`config.mk`:
```
export PLATFORM = sky130hd
export DESIGN_NAME = uart_apb_ctrl
export DESIGN_NICKNAME = d
export VERILOG_FILES = /design/src/rtl/uart_apb_pkg.sv /design/src/rtl/uart_apb_arb.sv /design/src/rtl/uart_apb_ctrl.sv
export SDC_FILE = /design/constraint.sdc
export NUM_CORES = 1
export LEC_CHECK = 0
export BUFFER_PORTS_ARGS = -buffer_cell sky130_fd_sc_hd__buf_2
export CAP_MARGIN = 20
export CORE_MARGIN = 2
export CORE_UTILIZATION = 50
export CTS_BUF_LIST = sky130_fd_sc_hd__clkbuf_8
export DETAILED_ROUTE_END_ITERATION = 6
export PLACE_DENSITY = 0.87
export SETUP_SLACK_MARGIN = 0.4
export SYNTH_ARGS = -nofsm -noshare
export SYNTH_HDL_FRONTEND = slang
export SYNTH_HIERARCHICAL = 1
export SYNTH_SLANG_ARGS = --single-unit
```
`constraint.sdc`:
```
create_clock -name pclk -period 2.04 [get_ports pclk]
set_input_delay 0.102 -clock pclk [delete_from_list [all_inputs] [get_ports pclk]]
set_output_delay 0.102 -clock pclk [all_outputs]
set_load 0.01 [all_outputs]
```
`src/rtl/uart_apb_pkg.sv`:
```
// Shared types for the UART APB controller: FSM states, UART register map and grant encoding.
package uart_apb_pkg;

  typedef enum logic [1:0] {
    ST_INIT,
    ST_IDLE,
    ST_SETUP,
    ST_ACCESS
  } state_e;

  localparam logic [1:0] ADDR_BAUD = 2'd0;
  localparam logic [1:0] ADDR_RX   = 2'd1;
  localparam logic [1:0] ADDR_TX   = 2'd2;

  typedef enum logic [1:0] {
    GNT_NONE,
    GNT_CFG,
    GNT_RX,
    GNT_TX
  } gnt_e;

endpackage

```
`src/rtl/uart_apb_arb.sv`:
```
// Requester arbiter: baud rewrite has absolute priority, RX and TX share the bus round-robin.
module uart_apb_arb
  import uart_apb_pkg::*;
(
  input  logic pclk,
  input  logic presetn,
  input  logic en_i,
  input  logic cfg_req_i,
  input  logic rx_req_i,
  input  logic tx_req_i,
  output gnt_e gnt_o
);

  // Set after an RX grant so TX wins the next contested slot.
  logic tx_pri_q;
  logic tx_pri_d;

  always_comb begin
    gnt_o    = GNT_NONE;
    tx_pri_d = tx_pri_q;
    if (en_i) begin
      if (cfg_req_i) begin
        gnt_o = GNT_CFG;
      end else if (rx_req_i && (!tx_req_i || !tx_pri_q)) begin
        gnt_o    = GNT_RX;
        tx_pri_d = 1'b1;
      end else if (tx_req_i) begin
        gnt_o    = GNT_TX;
        tx_pri_d = 1'b0;
      end
    end
  end

  always_ff @(posedge pclk or negedge presetn) begin
    if (!presetn) begin
      tx_pri_q <= 1'b0;
    end else begin
      tx_pri_q <= tx_pri_d;
    end
  end

endmodule

```
`src/rtl/uart_apb_ctrl.sv`:
```
// APB master that programs a UART: baud init after reset, then arbitrated baud/TX writes and RX reads.
module uart_apb_ctrl
  import uart_apb_pkg::*;
#(
  parameter int                  BITWIDTH  = 8,
  parameter int                  TIMEOUT   = 16,
  parameter logic [BITWIDTH-1:0] BAUD_INIT = 8'd0
) (
  input  logic                pclk,
  input  logic                presetn,
  input  logic                cfg_valid,
  input  logic [BITWIDTH-1:0] cfg_baud,
  output logic                cfg_ready,
  input  logic                tx_valid,
  input  logic [BITWIDTH-1:0] tx_data,
  output logic                tx_ready,
  output logic                rx_valid,
  output logic [BITWIDTH-1:0] rx_data,
  input  logic                tx_rdy_i,
  input  logic                rx_rdy_i,
  output logic                psel,
  output logic                penable,
  output logic                pwrite,
  output logic [1:0]          paddr,
  output logic [BITWIDTH-1:0] pwdata,
  input  logic [BITWIDTH-1:0] prdata,
  input  logic                pready,
  output logic                err_o,
  input  logic                err_clr
);

  localparam int CNT_W = $clog2(TIMEOUT + 1);

  state_e           state_q;
  logic [CNT_W-1:0] cnt_q;
  gnt_e             gnt;

  uart_apb_arb u_arb (
    .pclk      (pclk),
    .presetn   (presetn),
    .en_i      (state_q == ST_IDLE),
    .cfg_req_i (cfg_valid),
    .rx_req_i  (rx_rdy_i),
    .tx_req_i  (tx_valid && tx_rdy_i),
    .gnt_o     (gnt)
  );

  assign cfg_ready = (gnt == GNT_CFG);
  assign tx_ready  = (gnt == GNT_TX);

  always_ff @(posedge pclk or negedge presetn) begin
    if (!presetn) begin
      state_q  <= ST_INIT;
      cnt_q    <= '0;
      psel     <= 1'b0;
      penable  <= 1'b0;
      pwrite   <= 1'b0;
      paddr    <= '0;
      pwdata   <= '0;
      rx_valid <= 1'b0;
      rx_data  <= '0;
      err_o    <= 1'b0;
    end else begin
      rx_valid <= 1'b0;
      // A timeout below overrides this clear in the same cycle.
      if (err_clr) err_o <= 1'b0;
      case (state_q)
        ST_INIT: begin
          state_q <= ST_SETUP;
          psel    <= 1'b1;
          paddr   <= ADDR_BAUD;
          pwrite  <= 1'b1;
          pwdata  <= BAUD_INIT;
        end
        ST_IDLE: begin
          if (gnt != GNT_NONE) begin
            state_q <= ST_SETUP;
            psel    <= 1'b1;
          end
          case (gnt)
            GNT_CFG: begin
              paddr  <= ADDR_BAUD;
              pwrite <= 1'b1;
              pwdata <= cfg_baud;
            end
            GNT_RX: begin
              paddr  <= ADDR_RX;
              pwrite <= 1'b0;
              pwdata <= '0;
            end
            GNT_TX: begin
              paddr  <= ADDR_TX;
              pwrite <= 1'b1;
              pwdata <= tx_data;
            end
            default: ;
          endcase
        end
        ST_SETUP: begin
          state_q <= ST_ACCESS;
          penable <= 1'b1;
          cnt_q   <= CNT_W'(1);
        end
        ST_ACCESS: begin
          if (pready) begin
            state_q <= ST_IDLE;
            psel    <= 1'b0;
            penable <= 1'b0;
            cnt_q   <= '0;
            if (!pwrite) begin
              rx_valid <= 1'b1;
              rx_data  <= prdata;
            end
          end else if (cnt_q == CNT_W'(TIMEOUT)) begin
            state_q <= ST_IDLE;
            psel    <= 1'b0;
            penable <= 1'b0;
            cnt_q   <= '0;
            err_o   <= 1'b1;
          end else begin
            cnt_q <= cnt_q + CNT_W'(1);
          end
        end
      endcase
    end
  end

endmodule

```
[After elaboration in Yosys (flattened, before gate mapping)]
Cells that the tools add are included.
Storage, ports and cells
  register bits after elaboration: 31
  latch bits: 0
  memory bits (writable): 0
  memory bits (read-only): 0
  input bits: 32
  output and inout port bits: 25
  logic and storage cells: 75
  memories: 0
Operators by class
  $add $sub $neg: 1
  multipliers: 0
  div/mod/pow operators: 0
  order comparisons: 0
  eq/ne operators: 11
  shift-type cells: 0
  mux-type cells: 31
  bitwise operators: 2
  reduce and logical (&&, ||, !) cells: 19
Operators with widths (count)
  8-bit case mux with 3 select lines: 1
  8-bit case mux with 2 select lines: 1
  2-bit two-way mux: 7
  1-bit two-way mux: 12
  5-bit two-way mux: 2
  5-bit case mux with 2 select lines: 1
  3-bit AND reduction: 3
  2-bit == test (second input constant): 4
  2-bit case mux with 4 select lines: 1
  2-bit AND reduction: 4
  2-bit nonzero test: 4
  3-bit != test (second input constant): 2
  1-bit case mux with 2 select lines: 3
  2-bit case mux with 3 select lines: 1
  5-bit by 1-bit adder with 5-bit output (second input constant): 1
  5-bit == test (second input constant): 1
  2-bit by 1-bit == test with 1-bit output (second input constant): 2
  4-bit != test (second input constant): 1
  2-bit case mux with 2 select lines: 1
  1-bit case mux with 3 select lines: 1
  3-bit nonzero test: 1
  1-bit logical AND: 2
  1-bit logical NOT: 2
  2-bit logical NOT: 1
  4 further kinds: 5

[Longest topological paths before layout]
  depth in word-level cells: 11
  gate-level depth with buffers: 8
  depth with buffers taken out: 6

[Cells and area by module]
Netlist, hierarchy kept.
By module, submodules not included
  uart_apb_ctrl: instances 1, cells each 115, area an instance 1401.3 um^2
  uart_apb_arb: instances 1, cells each 8, area an instance 75.1 um^2

[Worst setup path after synthesis]
OpenSTA, ideal clock, no wires.
  path type: register -> register
  start: reg state_q[1]
  end: reg pwdata[0]
  data arrival time: 1.690 ns
  setup slack: 0.276 ns
  cell stages (with the launch flop): 9
  clock period less this slack: 1.764 ns
  cells stage by stage: dfrtp_1 buf_6 and2b_2 nor2b_4 o21a_1 and4b_2 buf_2 a22oi_1 o21ai_2
Between the ends
  longest elaborated chain between the ends: 5
  elaborated cells on any way between the ends: 11
  those cells by class: eq/ne (5); mux (3); reduce/logical (3)
Ends and longest elaborated chain
  from (decl): RTL line uart_apb_ctrl.sv:34  | state_e state_q;
  from (signal assigned): RTL line uart_apb_ctrl.sv:53  | state_q <= ST_INIT;
  from (signal assigned): RTL line uart_apb_ctrl.sv:69  | state_q <= ST_SETUP;
  from (signal assigned): RTL line uart_apb_ctrl.sv:77  | state_q <= ST_SETUP;
  2-bit by 1-bit == test with 1-bit output *: RTL line uart_apb_ctrl.sv:41  | .en_i (state_q == ST_IDLE),
  2-bit two-way mux *: RTL line uart_apb_arb.sv:21  | if (en_i) begin
  via gnt[1]: RTL line uart_apb_ctrl.sv:36  | gnt_e gnt;
  2-bit == test or 2-bit by 1-bit == test with 1-bit output (tied branches): RTL line uart_apb_ctrl.sv:80  | case (gnt)
  8-bit case mux with 3 select lines or 4-bit != test (tied branches)
  8-bit case mux with 2 select lines or 2-bit AND reduction (tied branches)
  to (signal assigned): RTL line uart_apb_ctrl.sv:84  | pwdata <= cfg_baud;
  to (signal assigned): RTL line uart_apb_ctrl.sv:94  | pwdata <= tx_data;
  to (decl): RTL line uart_apb_ctrl.sv:25  | output logic [BITWIDTH-1:0] pwdata,
Mark *: on every way through the listed nets, which the timed path passes. The rest lies on a longest branch.
A chain may end at the register's enable or synchronous reset.

[Worst setup path after layout]
  start: reg state_q[1]
  end: reg pwdata[2]
Same word-level chain as after synthesis.

==> metrics.txt <==
Synth async-reset ratio=100%; largest fanout on the critical path=8; run status=finished clean; htree depth=2; area of the multi-input gates=717 sq um; Synth Register Bits=31; CP top delay family=simple AND/OR/NAND/NOR gates; core footprint=2780 sq um; worst slew pin tran=0.685 ns; total number of vias=1253; CP peak stage delay=0.38 ns; CTS tree=built; Final setup viols=0; pwr/cell area=1460 nW/um^2; Post-synth EDFFs=0; die width=58.3 um; Synthesized Nets=157; Crit path arrival time=1.84 ns; drt wl/cell=15.6 um; Ys Warns=6; Via density=5.57; CTS Buffer Depth=2; cell count after synthesis=123; Tot GR Track Use=22.1%; Mapped Area=1480 sq um; first-pass GRT wire length=5650 um; WHS Endpoint=rx_data[4]$_DFFE_PN0P_; Achievable Freq=612 MHz; hold depth=2; endpoints failing hold=0; drt initial violations=48; unrepaired setup endpoints after global routing=true; syn_area_per_cell=12.0 sq um; Reg2Reg Setup Slack=0.41 ns; TritonCTS Buffers=5; Critical R2R Launch=state_q[1]$_DFFE_PN0P_; crit-path cells=and2b_2 -> nor2b_4 -> o21a_4 -> nor3b_4 -> or2_4 -> buf_8 -> o21ai_2; diode count=0; Layout area overhead=39.7%; static leakage=1.03 nW; max-cap viol count=0; power consumption=0.00302 W; initial antenna violation count=0; Reg clk slew, reported paths=0.07 ns; Cell Area, Placed=1800 sq um; Worst Skew=0.00343 ns; count of final max-slew check failures=0; layout cell share with drive strength beyond 1=57.7%; library cells used by synthesis=37; worst skew pair latency=0.28 ns; WHS=0.0511 ns; Hold Crit Class=input pin to register; headroom to the max-slew limit=54.3%; Worst R2R End=pwdata[2]$_DFFE_PN0P_; Routed WL=3520 um; final cycle utilization of the critical path=80.1%; worst path buffer plus inverter count=1; sequential area share after synthesis=52.5%; CP startpoint kind=register; cell depth of the worst flop-to-flop path=7; peak supply drop=0.993 mV; Core Rows=19; critical path type=register to register; vias in the first global route=1252; gr ovfl total=0; # IOs=57; starting density of the core=53.1%; Root Buffer=clkbuf_8; Filler Cells Inserted=190; Hold Crit Start=prdata[4]; Register Area=776 sq um; CP endpoint kind=register; CP max-delay cell=dfrtp_1; Nets=227; DRC violations left=0; Post-synth top flop=dfrtp_1; dpl hpwl=2410 um; post-route cell area=2060 sq um; Sink Count=31; First-pass DRT Iterations=4; largest net degree at the start of global routing=32; DIE HEIGHT=58.3 um; die area=3400 sq um; routability congestion estimate=0.789; Antenna Violating Nets Remaining=0; post-layout min period=1.63 ns; # port buffers=56; Worst Path Required=2.25 ns; Setup TNS=0 ns
## where the power goes
part	switching [W]	internal, W	total (W)
Combinational	0.000727	0.000708	0.00144
Clock	0.000227	0.000395	0.000622
Sequential	0.000122	0.000837	0.000959
## routing by layer
layer  part of all wire [%]  up-vias  global-route usage (%)  wire (um)
li1                       -      587                       -          -
met5                      0        -                       0          0
met1                     40      619                    26.5       1400
met3                    5.8        5                    7.03        204
met4                    1.0        0                    5.98         36
met2                     53       42                    38.4       1880
## per-stage QoR
step                util [%]  setup WS, ns  cells
floorplan                  -         0.352    123
CTS                     70.9         0.361    223
detailed placement      64.6         0.344    209
finish                  74.1         0.406    225
global placement        64.6         0.437    209
global route            74.1         0.358    225
## cells by family (layout without fill, tap and decap cells)
group	after synthesis	in the layout	share of synthesized area, %
compound gates	44	44	21.6
fa+ha+maj	2	2	1.69
simple gates	25	26	12.8
mux	8	8	6.10
flops	31	31	52.5
buf+inv	12	82	4.66
xor+xnor	1	1	0.593
## placed cells by master (no fill, tap or decap), drive strengths merged, types with 3 or more instances in the layout
master   Yosys  final
a21oi        4      4
nor2b        3      3
nor2         4      4
a2bb2oi      3      3
buf          4     66
a22o         3      3
clkbuf       1      6
mux2         8      8
o21ai       19     19
o2bb2ai      3      3
inv          7      7
a22oi        8      8
dfrtp       31     31
## cells in the mapped netlist, drive strengths merged (2+ instances only)
cell type	n	area share (%)
dfrtp	31	53
o21ai	19	8.5
a22oi	8	4.1
mux2	8	6.1
inv	7	1.8
a21oi	4	1.4
buf	4	2.6
nor2	4	1.0
a22o	3	1.8
a2bb2oi	3	2.2
nor2b	3	1.8
o2bb2ai	3	1.8
a21o	2	1.0
and2	2	0.85
ha	2	1.7
nand2	2	0.51
nand2b	2	0.85
nor3b	2	2.1
or2	2	0.85
## registers in the layout (all words and copies together), names as in the netlist
register	cells
cnt_q	5
u_arb/tx_pri_q	1
rx_valid	1
state_q	2
paddr	2
penable	1
psel	1
pwrite	1
pwdata	8
err_o	1
rx_data	8
## worst max path at each step
| stage | depth (start not counted) | endpoint | slack, ns | from |
|---|---|---|---|---|
| floorplan | 8 | pwdata[0]$_DFFE_PN0P_ | 0.35 | state_q[1]$_DFFE_PN0P_ |
| global placement | 7 | pwdata[6]$_DFFE_PN0P_ | 0.44 | state_q[1]$_DFFE_PN0P_ |
| detailed placement | 5 | pwdata[2]$_DFFE_PN0P_ | 0.34 | state_q[1]$_DFFE_PN0P_ |
| CTS | 5 | cfg_ready | 0.36 | state_q[1]$_DFFE_PN0P_ |
| global route | 7 | pwdata[2]$_DFFE_PN0P_ | 0.36 | u_arb/tx_pri_q$_DFFE_PN0P_ |
| finish | 7 | pwdata[2]$_DFFE_PN0P_ | 0.41 | state_q[1]$_DFFE_PN0P_ |
## area by class of cell
class                      count  area share, %
sequential                    31           37.6
multi-input combinational     81           34.8
timing repair buffer          67           18.7
clock buffer                   6           4.00
tap                           31           1.88
clock inverter                 2           1.70
inverter                       7           1.27
## repair_timing
action,4_1_cts,5_1_grt
hold endpoints to repair,31,0
gates cloned,1,0
gates resized for setup,3,17
setup buffers,4,2
hold buffers,1,0
setup endpoints to repair,9,11
pin swaps,2,8
(Power assumes the default switching activity.)
